File: src/rtl/pkt_parser_pkg.sv
// Shared types and defaults for the parametrised packet parser.
// No logic; imported by the parser top and available to sub-blocks.
// Contents: FSM state enum, default header word counts, counter width helper.
package pkt_parser_pkg;

  typedef enum logic [2:0] {
    S_ETH  = 3'd0,
    S_IP   = 3'd1,
    S_TCP  = 3'd2,
    S_PAY  = 3'd3,
    S_DROP = 3'd4
  } state_t;

  localparam int ETH_WORDS_DEF     = 4;
  localparam int IP_WORDS_DEF      = 5;
  localparam int TCP_WORDS_DEF     = 5;
  localparam int MAX_PAY_WORDS_DEF = 10;

  // The word counter only ever holds 0 .. (largest count - 1).
  function automatic int cnt_width(input int a, input int b, input int c, input int d);
    int m;
    m = a;
    if (b > m) m = b;
    if (c > m) m = c;
    if (d > m) m = d;
    return (m < 2) ? 1 : $clog2(m);
  endfunction

endpackage

File: src/rtl/sync_fifo_fwft.sv
// Synchronous first-word-fall-through FIFO with registered occupancy flags.
// Latency: a write into an empty FIFO shows on rd_data the next cycle.
// Backpressure: writes while full and reads while empty are ignored.
// Ports: clk, rst (async active-low), wr_en/wr_data, rd_en/rd_data (head),
//        empty, full, count (registered, updated on the write/read edge).
module sync_fifo_fwft #(
  parameter int WIDTH = 33,
  parameter int DEPTH = 16
) (
  input  logic                       clk,
  input  logic                       rst,
  input  logic                       wr_en,
  input  logic [WIDTH-1:0]           wr_data,
  input  logic                       rd_en,
  output logic [WIDTH-1:0]           rd_data,
  output logic                       empty,
  output logic                       full,
  output logic [$clog2(DEPTH+1)-1:0] count
);

  localparam int AW = (DEPTH > 1) ? $clog2(DEPTH) : 1;
  localparam int CW = $clog2(DEPTH + 1);

  logic [WIDTH-1:0] mem [DEPTH];
  logic [AW-1:0]    wr_ptr;
  logic [AW-1:0]    rd_ptr;
  logic             do_wr;
  logic             do_rd;

  assign do_wr = wr_en && !full;
  assign do_rd = rd_en && !empty;

  // Head is forced to zero when empty so the output is defined out of reset.
  assign rd_data = empty ? '0 : mem[rd_ptr];

  always_ff @(posedge clk) begin
    if (do_wr) mem[wr_ptr] <= wr_data;
  end

  // Pointers wrap naturally because DEPTH is a power of two.
  always_ff @(posedge clk or negedge rst) begin
    if (!rst) begin
      wr_ptr <= '0;
      rd_ptr <= '0;
      count  <= '0;
      empty  <= 1'b1;
      full   <= 1'b0;
    end else begin
      if (do_wr) wr_ptr <= wr_ptr + 1'b1;
      if (do_rd) rd_ptr <= rd_ptr + 1'b1;
      case ({do_wr, do_rd})
        2'b10: begin
          count <= count + 1'b1;
          empty <= 1'b0;
          full  <= (count == CW'(DEPTH - 1));
        end
        2'b01: begin
          count <= count - 1'b1;
          full  <= 1'b0;
          empty <= (count == CW'(1));
        end
        default: ;
      endcase
    end
  end

endmodule

File: src/rtl/pkt_parser_fifo_v2.sv
// Eth/IP/TCP header parser that captures headers and buffers payload in a FWFT FIFO.
// Latency: headers publish with hdr_valid 1 cycle after the last TCP word; payload 1 cycle to data_out.
// Backpressure: parser_ready_in drops only in payload state while the FIFO is full.
// Ports: clk, rst (async active-low); data_in/parser_valid_in/parser_last_in/parser_ready_in
//        input stream; eth_hdr/ip_hdr/tcp_hdr + hdr_valid; err_runt/err_long pulses;
//        data_out/data_out_last head of FIFO, fifo_rd_en pop, fifo_* status.
module pkt_parser_fifo_v2
  import pkt_parser_pkg::*;
#(
  parameter int DW            = 32,
  parameter int ETH_WORDS     = ETH_WORDS_DEF,
  parameter int IP_WORDS      = IP_WORDS_DEF,
  parameter int TCP_WORDS     = TCP_WORDS_DEF,
  parameter int MAX_PAY_WORDS = MAX_PAY_WORDS_DEF,
  parameter int FIFO_DEPTH    = 16
) (
  input  logic                            clk,
  input  logic                            rst,
  input  logic [DW-1:0]                   data_in,
  input  logic                            parser_valid_in,
  input  logic                            parser_last_in,
  output logic                            parser_ready_in,
  output logic [DW*ETH_WORDS-1:0]         eth_hdr,
  output logic [DW*IP_WORDS-1:0]          ip_hdr,
  output logic [DW*TCP_WORDS-1:0]         tcp_hdr,
  output logic                            hdr_valid,
  output logic                            err_runt,
  output logic                            err_long,
  output logic [DW-1:0]                   data_out,
  output logic                            data_out_last,
  input  logic                            fifo_rd_en,
  output logic                            fifo_empty_flag,
  output logic                            fifo_full_flag,
  output logic [$clog2(FIFO_DEPTH+1)-1:0] fifo_count
);

  localparam int CW = cnt_width(ETH_WORDS, IP_WORDS, TCP_WORDS, MAX_PAY_WORDS);
  localparam int EB = DW * ETH_WORDS;
  localparam int IB = DW * IP_WORDS;
  localparam int TB = DW * TCP_WORDS;

  state_t        state;
  logic [CW-1:0] cnt;
  logic [EB-1:0] eth_w;
  logic [IB-1:0] ip_w;
  logic [TB-1:0] tcp_w;
  logic          accept;
  logic          pay_end;
  logic          fifo_wr;
  logic [DW:0]   fifo_wr_data;
  logic [DW:0]   fifo_rd_data;

  assign parser_ready_in = rst && ((state != S_PAY) || !fifo_full_flag);
  assign accept          = parser_valid_in && parser_ready_in;
  assign pay_end         = (cnt == CW'(MAX_PAY_WORDS - 1));
  assign fifo_wr         = accept && (state == S_PAY);
  // The last word allowed into the FIFO is marked last even if the source
  // did not mark it, so the consumer always sees a terminated packet.
  assign fifo_wr_data    = {parser_last_in | pay_end, data_in};

  assign data_out      = fifo_rd_data[DW-1:0];
  assign data_out_last = fifo_rd_data[DW];

  // Header words shift in at the bottom; after a full header the first word
  // sits in the top DW bits. Truncating casts drop the oldest word.
  always_ff @(posedge clk or negedge rst) begin
    if (!rst) begin
      state     <= S_ETH;
      cnt       <= '0;
      eth_w     <= '0;
      ip_w      <= '0;
      tcp_w     <= '0;
      eth_hdr   <= '0;
      ip_hdr    <= '0;
      tcp_hdr   <= '0;
      hdr_valid <= 1'b0;
      err_runt  <= 1'b0;
      err_long  <= 1'b0;
    end else begin
      hdr_valid <= 1'b0;
      err_runt  <= 1'b0;
      err_long  <= 1'b0;
      if (accept) begin
        case (state)
          S_ETH: begin
            eth_w <= EB'({eth_w, data_in});
            if (parser_last_in) begin
              err_runt <= 1'b1;
              cnt      <= '0;
            end else if (cnt == CW'(ETH_WORDS - 1)) begin
              state <= S_IP;
              cnt   <= '0;
            end else begin
              cnt <= cnt + 1'b1;
            end
          end
          S_IP: begin
            ip_w <= IB'({ip_w, data_in});
            if (parser_last_in) begin
              err_runt <= 1'b1;
              state    <= S_ETH;
              cnt      <= '0;
            end else if (cnt == CW'(IP_WORDS - 1)) begin
              state <= S_TCP;
              cnt   <= '0;
            end else begin
              cnt <= cnt + 1'b1;
            end
          end
          S_TCP: begin
            tcp_w <= TB'({tcp_w, data_in});
            if (cnt == CW'(TCP_WORDS - 1)) begin
              // Last on the final header word is a valid zero-payload packet.
              eth_hdr   <= eth_w;
              ip_hdr    <= ip_w;
              tcp_hdr   <= TB'({tcp_w, data_in});
              hdr_valid <= 1'b1;
              state     <= parser_last_in ? S_ETH : S_PAY;
              cnt       <= '0;
            end else if (parser_last_in) begin
              err_runt <= 1'b1;
              state    <= S_ETH;
              cnt      <= '0;
            end else begin
              cnt <= cnt + 1'b1;
            end
          end
          S_PAY: begin
            if (parser_last_in) begin
              state <= S_ETH;
              cnt   <= '0;
            end else if (pay_end) begin
              err_long <= 1'b1;
              state    <= S_DROP;
              cnt      <= '0;
            end else begin
              cnt <= cnt + 1'b1;
            end
          end
          S_DROP: begin
            if (parser_last_in) state <= S_ETH;
          end
          default: begin
            state <= S_ETH;
            cnt   <= '0;
          end
        endcase
      end
    end
  end

  sync_fifo_fwft #(
    .WIDTH (DW + 1),
    .DEPTH (FIFO_DEPTH)
  ) u_fifo (
    .clk     (clk),
    .rst     (rst),
    .wr_en   (fifo_wr),
    .wr_data (fifo_wr_data),
    .rd_en   (fifo_rd_en),
    .rd_data (fifo_rd_data),
    .empty   (fifo_empty_flag),
    .full    (fifo_full_flag),
    .count   (fifo_count)
  );

endmodule
File: config.mk
export PLATFORM = sky130hd
export DESIGN_NAME = pkt_parser_fifo_v2
export DESIGN_NICKNAME = d
export VERILOG_FILES = /design/src/rtl/pkt_parser_pkg.sv /design/src/rtl/sync_fifo_fwft.sv /design/src/rtl/pkt_parser_fifo_v2.sv
export SDC_FILE = /design/constraint.sdc
export NUM_CORES = 1
export LEC_CHECK = 0
export ABC_AREA = 0
export ABC_CLOCK_PERIOD_IN_PS = 4600
export BUFFER_PORTS_ARGS = -buffer_cell sky130_fd_sc_hd__buf_2
export CAP_MARGIN = 20
export CORE_AREA = 2 2 305 307
export CTS_CLUSTER_DIAMETER = 80
export DETAILED_ROUTE_END_ITERATION = 8
export DIE_AREA = 0 0 307 309
export PLACE_DENSITY = 0.89
export SYNTH_ARGS = -nofsm -noshare
export SYNTH_HDL_FRONTEND = slang
export SYNTH_SLANG_ARGS = --single-unit
export TNS_END_PERCENT = 50
File: constraint.sdc
create_clock -name clk -period 4.6 [get_ports clk]
set_input_delay 0.23 -clock clk [delete_from_list [all_inputs] [get_ports clk]]
set_output_delay 0.23 -clock clk [all_outputs]
set_load 0.01 [all_outputs]
======== Word level (Yosys, flattened, before mapping) ========
Memory sizes are Yosys's and may differ from the RTL's.
Cells that the tools add are included.
word-level totals
  bits in registers ....................... 889
  memory bits (writable) .................. 528
  input bits .............................. 37
  output and inout bits ................... 492
  logic and storage cells ................. 93
  memories ................................ 1
operators by class
  add/sub/neg operators ................... 5
  equal/unequal tests ..................... 16
  muxes and demuxes ....................... 36
  bitwise logic cells ..................... 2
  reduce and logical (&&, ||, !) cells .... 17
memory list
  name        words  bits a word  rd ports  clocked after Yosys merged registers in  write ports  RTL line              source
  u_fifo.mem  16     33           1         0                                        1            sync_fifo_fwft.sv:24  logic [WIDTH-1:0] mem [DEPTH];
operators by type and width
  cell                                                                   number
  33-bit 2-to-1 mux                                                      1
  4-bit 2-to-1 mux                                                       8
  3-bit 2-to-1 mux                                                       8
  4-bit one-hot mux with 5 select lines                                  1
  3-bit one-hot mux with 5 select lines                                  1
  4-bit by 1-bit adder with 4-bit output, second input constant          3
  1-bit 2-to-1 mux                                                       12
  5-bit one-hot mux with 2 select lines                                  1
  2-bit AND reduction                                                    4
  3-bit by 2-bit equality test with 1-bit output, second input constant  2
  3-bit != test, second input constant                                   2
  1-bit one-hot mux with 2 select lines                                  3
  5-bit by 1-bit adder with 5-bit output, second input constant          1
  5-bit by 1-bit equality test with 1-bit output, second input constant  1
  5-bit by 4-bit equality test with 1-bit output, second input constant  1
  1-bit logical AND                                                      5
  5-bit AND reduction                                                    1
  5-bit by 1-bit subtractor with 5-bit output, second input constant     1
  4-bit by 2-bit equality test with 1-bit output, second input constant  1
  4-bit by 3-bit equality test with 1-bit output, second input constant  1
  4-bit equality test, second input constant                             1
  2-bit != test, second input constant                                   2
  3-bit by 1-bit equality test with 1-bit output, second input constant  1
  3-bit equality test, second input constant                             1
  other kinds (12)                                                       13

======== Longest topological paths before layout ========
  depth in word-level cells ............... 8
  mapped depth ............................ 9
  depth with buffers taken out ............ 8

======== Hierarchy ========
A second synthesis with hierarchy kept.
second synthesis, totals
  cells, all modules ...................... 3072
  area, all modules ....................... 54633.6 um^2
modules (own cells, without submodules)
  module              times used  cells each  area each (um^2)  seq. area each (um^2)
  pkt_parser_fifo_v2  1           1898        33309.4           21871.0
  sync_fifo_fwft      1           1174        21324.2           16231.8

======== Worst setup path before layout ========
OpenSTA, ideal clock, no wires.
  path type ............................... register to register
  start ................................... register state[0]
  end ..................................... memory u_fifo.mem[3][0] (enable)
  setup time .............................. 0.464 ns
  data arrival time ....................... 3.748 ns
  data required time ...................... 4.136 ns
  path slack .............................. 0.388 ns
  stages on the path, launching flop included .. 6
  path buffers ............................ 1
  clock period less this slack ............ 4.212 ns
  cell sequence ........................... dfrtp_1 -> clkbuf_1 -> nand3b_1 -> nor3_2 -> nand2_1 -> nor3_1
between the ends
  longest elaborated chain between the ends .. 8
  elaborated cells on any way between the ends .. 9
  classes of those cells .................. 2 x eq/ne; 2 x mux; 5 x reduce/logical
ends and longest elaborated chain
  item                                      RTL line                   source
  start, declared                           pkt_parser_fifo_v2.sv:42   state_t state;
  start signal, assigned                    pkt_parser_fifo_v2.sv:118  state <= parser_last_in ? S_ETH : S_PAY;
  3-bit by 2-bit != test with 1-bit output  pkt_parser_fifo_v2.sv:53   assign parser_ready_in = rst && ((state != S_PAY) || !fifo_full_flag);
  1-bit logical OR                          pkt_parser_fifo_v2.sv:53
  1-bit logical AND                         pkt_parser_fifo_v2.sv:53
  1-bit logical AND                         pkt_parser_fifo_v2.sv:54   assign accept = parser_valid_in && parser_ready_in;
  1-bit logical AND *                       pkt_parser_fifo_v2.sv:56   assign fifo_wr = accept && (state == S_PAY);
  1-bit logical AND *                       sync_fifo_fwft.sv:30       assign do_wr = wr_en && !full;
  1-bit 2-to-1 mux *                        sync_fifo_fwft.sv:37       if (do_wr) mem[wr_ptr] <= wr_data;
  1-bit 2-to-1 mux (implied by the code) *  sync_fifo_fwft.sv:37
  end, declared                             sync_fifo_fwft.sv:24
Every way passes the cells marked *; elsewhere a longest branch is shown, timed or not.

======== Worst setup path after layout ========
  start ................................... register u_fifo.empty
  end ..................................... output data_out[24]
between the ends
  longest elaborated chain between the ends .. 1
ends and longest elaborated chain
  item                    RTL line                  source
  start, declared         sync_fifo_fwft.sv:16      output logic empty,
  start signal, assigned  sync_fifo_fwft.sv:60      empty <= (count == CW'(1));
  33-bit 2-to-1 mux       sync_fifo_fwft.sv:34      assign rd_data = empty ? '0 : mem[rd_ptr];
  end, declared           pkt_parser_fifo_v2.sv:29  output logic [DW-1:0] data_out,
Every way passes these cells.

==> results <==
- The worst reg2reg path startpoint is state[0]$_DFFE_PN0P_.
- Before CTS, the worst setup slack after placement is approximately 1.4 ns.
- The total iterations of the first detailed-routing run is 8.
- At the end of routability-driven placement, the weighted congestion stood at roughly 0.83.
- The end of the worst register-to-register path is u_fifo.mem[13][11]$_DFFE_PP_.
- The highest attainable clock frequency is between 200 and 300 MHz.
- The fraction of layout cells with a size suffix above 1 is about 48%.
- In this run the number of H-tree levels came out at 4.
- In the final routed layout, each cell accounts on average for around 29 um.
- TritonCTS built the clock tree.
- The worst hold path class is input port to register.
- The worst hold path begins at data_in[28].
- After detailed routing, the met3 layer carries ~12000 um of wire.
- The total of fill cells in the finished design is 5474.
- The worst vdd rail ir drop is 359 uV.
- The number of antenna-violating nets in the routed design is 0.
- The analysis attributes to cell leakage a power of around 28 nW.
- The area growth from synthesis to final layout is 17.2%.
- Post-CTS repair changed the size of 0 cells.
- The overall track demand over capacity in global routing is between 20 and 30%.
- Setup violations remaining at the end of the flow were counted as 0.
- For this run, the number of Yosys warnings is 0.
- The number of buffers inserted by port buffering is 528.
- The fraction of the core area covered by cells at the end of the flow is between 60% and 70%.
- Counting along the longest clock path gives a buffer depth of 3.
- Summing the sequential cell areas from Yosys gives approximately 70% of the chip area.
- In this run, the number of DRC markers left after iteration 0 of detailed routing was roughly 3100.
- For the worst setup path, the data required time is roughly 4.4 ns.
- The area of the multi-input gates is around 0.015 mm^2.
- The post-layout worst setup margin is just under 0.9 ns.
- After floorplanning, the core was sized to cover around 0.091 mm^2.
- The total congestion overflow after global routing is 0.
- The kind of end point of the critical path is an output pin.
- The number of remaining DRC errors is 0.
- The synthesized netlist contains 57 unique library cells.
- The number of antenna violations at the first check in global routing is 13.
- The setup check on the worst reg-to-reg path leaves a slack of 1.39 ns.
- The first global-routing pass estimated 203000 um of wire.
- The wire length on met2 is just under 70000 um.
- Once layout is complete, the cells apart from fillers number between 4000 and 5000.
- The critical path goes through or2_0 > nor2_2 > buf_4 > a32oi_1 > nand2_1 > buf_2.
- Once placement completed, the tool counted placed cells totaling ~4500.
- Yosys mapped a number of flops with a built-in enable equal to 528.
- The count of cells along the worst hold path is 1.
- Row generation in the floorplan step produced 111 rows.
- The fraction of synthesis flops using an asynchronous set or reset pin is around 63%.
- The number of placed I/O pins is 529.
- The tree is rooted in a sky130_fd_sc_hd__clkbuf_16.
- The final worst hold slack is 0.00801 ns.
- The transition time at the pin with the least slew margin is between 1 and 1.5 ns.
- The routed layout has between 20000 and 30000 vias.
- The startpoint class of the critical path is a register.
- The clock-pin slew on the worst setup and hold paths is 0.07 ns.
- For this design, the sink count on the clock tree is roughly 1400.
- The worst clock skew on the final layout is 0.0334 ns.
- The clock reaches the later pin of the worst-skew pair after 0.76 ns.
- The main flop type after synthesis is sky130_fd_sc_hd__dfrtp_1.
- Dividing the synthesized area by the synthesized cell count gives approximately 18 um^2.
- The average via count per standard cell is approximately 6.2.
- For this configuration, the core starts out at a cell density of about three fifths.
- The number of max-slew violations in the final report is 0.
- The chip height is ~300 um.
- The top fanout value on the critical path is 19.
- Synthesis produced just under 3000 cells.
- Synthesis produced a netlist with a net count of between 2000 and 3000.
- The total negative setup slack is 0 ns.
- The flow ran to the end, and the final reports show no timing, DRC or antenna violations.
- The die footprint is approximately 0.095 mm^2.
- The shortest period the worst path allows is 3.72 ns.
- Data arrives at the worst endpoint at ~3.5 ns.
- The count of maximum capacitance violations is 0.
- The hold-critical path endpoint is u_fifo.mem[7][28]$_DFFE_PP_.
- The final layout contains routed wiring with a total length of roughly 140000 um.
- Entering global routing, the biggest net connects between 150 and 200 pins.
- The final count of hold timing violations is 0.
- The floorplan die width is roughly 300 um.
- The share of the clock period used by the worst path is around four fifths.
- The total of flip-flops plus latches after synthesis is between 1000 and 1500.
- The worst register-to-register path has a depth of 5.
- Setup repair after global routing left no endpoint under its margin.
- The clock buffer count from CTS is 142.
- The largest stage delay on the critical path is 0.87 ns.
- Headroom to the max-slew limit came out at 28.2%.
- The number of global-route vias before repair is 31200.
- Tracing the worst setup path back leads to its startpoint at u_fifo.empty$_DFFE_PN1P_.
- The detailed router put a total of between 40000 and 50000 um of wire on met1.
- The wire-length estimate of the detail-placed layout is approximately 80000 um.
- After synthesis the cells add up to around 0.053 mm^2.
- The total power divided by cell area is between 500 and 600 mW/mm^2.
- The number of buffers and inverters on the critical path is 2.
- The slowest stage of the critical path is the sky130_fd_sc_hd__or2_0 cell.
- The sequential cells in the finished layout cover a total of 0.0381 mm^2.
- Signal routing reaches up to met5.
- The kind of cell with the highest combined delay along the critical path is simple AND/OR/NAND/NOR gates.
- After the last flow step, the layout net total stands at 3544.
- By startpoint and endpoint, the worst setup path is classified as register to output pin.
==> worst max path at each step <==
stage                            endpoint  slack, ns  cells after the start
6_report                     data_out[24]       0.88                      6
5_1_grt                      data_out[27]       0.78                      6
4_1_cts                      data_out[24]       0.89                      5
3_5_place_dp       tcp_w[115]$_DFFE_PN0P_       1.37                      6
3_3_place_gp       tcp_w[115]$_DFFE_PN0P_       1.41                      6
2_1_floorplan  u_fifo.mem[3][0]$_DFFE_PP_       0.39                      5
==> layer usage <==
layer	up-vias	track usage, %
met5	-	0
met4	4	16.6
met3	421	7.52
met2	1610	47.3
met1	15400	36.0
li1	12100	-
==> power breakdown <==
group / internal (W) / total (W) / switching, W
registers: 0.0144 / 0.0157 / 0.00125
clock network: 0.00718 / 0.0121 / 0.00492
logic: 0.00256 / 0.00542 / 0.00286
total: 0.0242 / 0.0332 / 0.00903
==> cell families after synthesis <==
| family | share of synthesized area (%) |
|---|---|
| AOI/OAI and AO/OA | 1.73 |
| xor gates and xnor gates | 0.164 |
| adders and majority gates | 0.328 |
| buffers and inverters | 1.49 |
| DFF | 71.2 |
| muxes | 23.9 |
| and+or+nand+nor | 1.16 |
==> final cells by class <==
cell class                 count  share of cell area (%)
sequential                  1417                    60.8
multi-input combinational   1319                    23.4
clock buffer                 185                    6.32
timing repair buffer         600                    5.47
tap                         1186                    2.37
clock inverter                67                    1.50
inverter                      13                  0.0779
antenna                        9                  0.0359
==> registers in the layout, summed over array words and instances (netlist names) <==
signal / flops
cnt: 4
err_long: 1
err_runt: 1
eth_hdr: 128
eth_w: 128
hdr_valid: 1
ip_hdr: 160
ip_w: 160
state: 3
tcp_hdr: 160
tcp_w: 128
u_fifo.count: 5
u_fifo.empty: 1
u_fifo.full: 1
u_fifo.mem: 528
u_fifo.rd_ptr: 4
u_fifo.wr_ptr: 4
==> Yosys cell counts, types with 4 or more instances <==
library cell / n / area [um^2]
sky130_fd_sc_hd__a32oi_1: 19 / 166
sky130_fd_sc_hd__nor2b_1: 6 / 37.5
sky130_fd_sc_hd__mux2_2: 768 / 8650
sky130_fd_sc_hd__o21ai_0: 42 / 210
sky130_fd_sc_hd__a21oi_1: 18 / 90.1
sky130_fd_sc_hd__o22ai_1: 13 / 81.3
sky130_fd_sc_hd__mux2_1: 103 / 1160
sky130_fd_sc_hd__ha_1: 14 / 175
sky130_fd_sc_hd__buf_2: 96 / 480
sky130_fd_sc_hd__inv_1: 12 / 45.0
sky130_fd_sc_hd__buf_1: 7 / 26.3
sky130_fd_sc_hd__dfrtp_1: 888 / 22200
sky130_fd_sc_hd__clkbuf_1: 36 / 135
sky130_fd_sc_hd__xnor2_1: 7 / 61.3
sky130_fd_sc_hd__buf_4: 14 / 105
sky130_fd_sc_hd__a22oi_1: 22 / 165
sky130_fd_sc_hd__a211oi_1: 5 / 37.5
sky130_fd_sc_hd__mux4_2: 108 / 2430
sky130_fd_sc_hd__nand2b_1: 6 / 37.5
sky130_fd_sc_hd__nor2_1: 27 / 101
sky130_fd_sc_hd__edfxtp_1: 528 / 15900
sky130_fd_sc_hd__nor3_1: 13 / 65.1
sky130_fd_sc_hd__o31ai_1: 4 / 30.0
sky130_fd_sc_hd__nand2_1: 39 / 146
sky130_fd_sc_hd__mux2i_1: 54 / 541
==> worst register-to-register path, delay by kind of cell (launching register included) <==
family                 cells  cell delay (ns)
buffers and inverters      1             0.30
flip-flops                 1             0.64
AND/OR/NAND/NOR            4             1.94
==> metrics by stage <==
stage	cell area, um^2	power [W]
2_1_floorplan	53500	0.0190
3_3_place_gp	57600	0.0208
3_5_place_dp	57600	0.0211
4_1_cts	62600	0.0333
5_1_grt	62600	0.0343
6_report	62700	0.0332
==> placed cells by master (no fill, tap or decap), types with 6 or more instances in the layout <==
cell type / count
sky130_fd_sc_hd__a21oi_1: 18
sky130_fd_sc_hd__a22oi_1: 22
sky130_fd_sc_hd__a32oi_1: 19
sky130_fd_sc_hd__buf_12: 16
sky130_fd_sc_hd__buf_2: 527
sky130_fd_sc_hd__buf_4: 48
sky130_fd_sc_hd__bufinv_16: 19
sky130_fd_sc_hd__clkbuf_1: 22
sky130_fd_sc_hd__clkbuf_16: 145
sky130_fd_sc_hd__clkbuf_8: 18
sky130_fd_sc_hd__clkinv_1: 7
sky130_fd_sc_hd__clkinv_2: 25
sky130_fd_sc_hd__dfrtp_1: 885
sky130_fd_sc_hd__diode_2: 9
sky130_fd_sc_hd__dlygate4sd3_1: 7
sky130_fd_sc_hd__edfxtp_1: 528
sky130_fd_sc_hd__ha_1: 14
sky130_fd_sc_hd__inv_1: 12
sky130_fd_sc_hd__mux2_1: 103
sky130_fd_sc_hd__mux2_2: 768
sky130_fd_sc_hd__mux2i_1: 54
sky130_fd_sc_hd__mux4_2: 108
sky130_fd_sc_hd__nand2_1: 39
sky130_fd_sc_hd__nand2b_1: 6
sky130_fd_sc_hd__nor2_1: 13
sky130_fd_sc_hd__nor2_2: 14
sky130_fd_sc_hd__nor3_1: 9
sky130_fd_sc_hd__o21ai_0: 42
sky130_fd_sc_hd__o22ai_1: 13
sky130_fd_sc_hd__xnor2_1: 7
==> timing repair <==
action,4_1_cts,5_1_grt
setup buffers,0,0
endpoints found under the hold margin,197,6
endpoints found under the setup margin,0,0
hold buffers,7,1
Power figures use the tool's default switching activity.
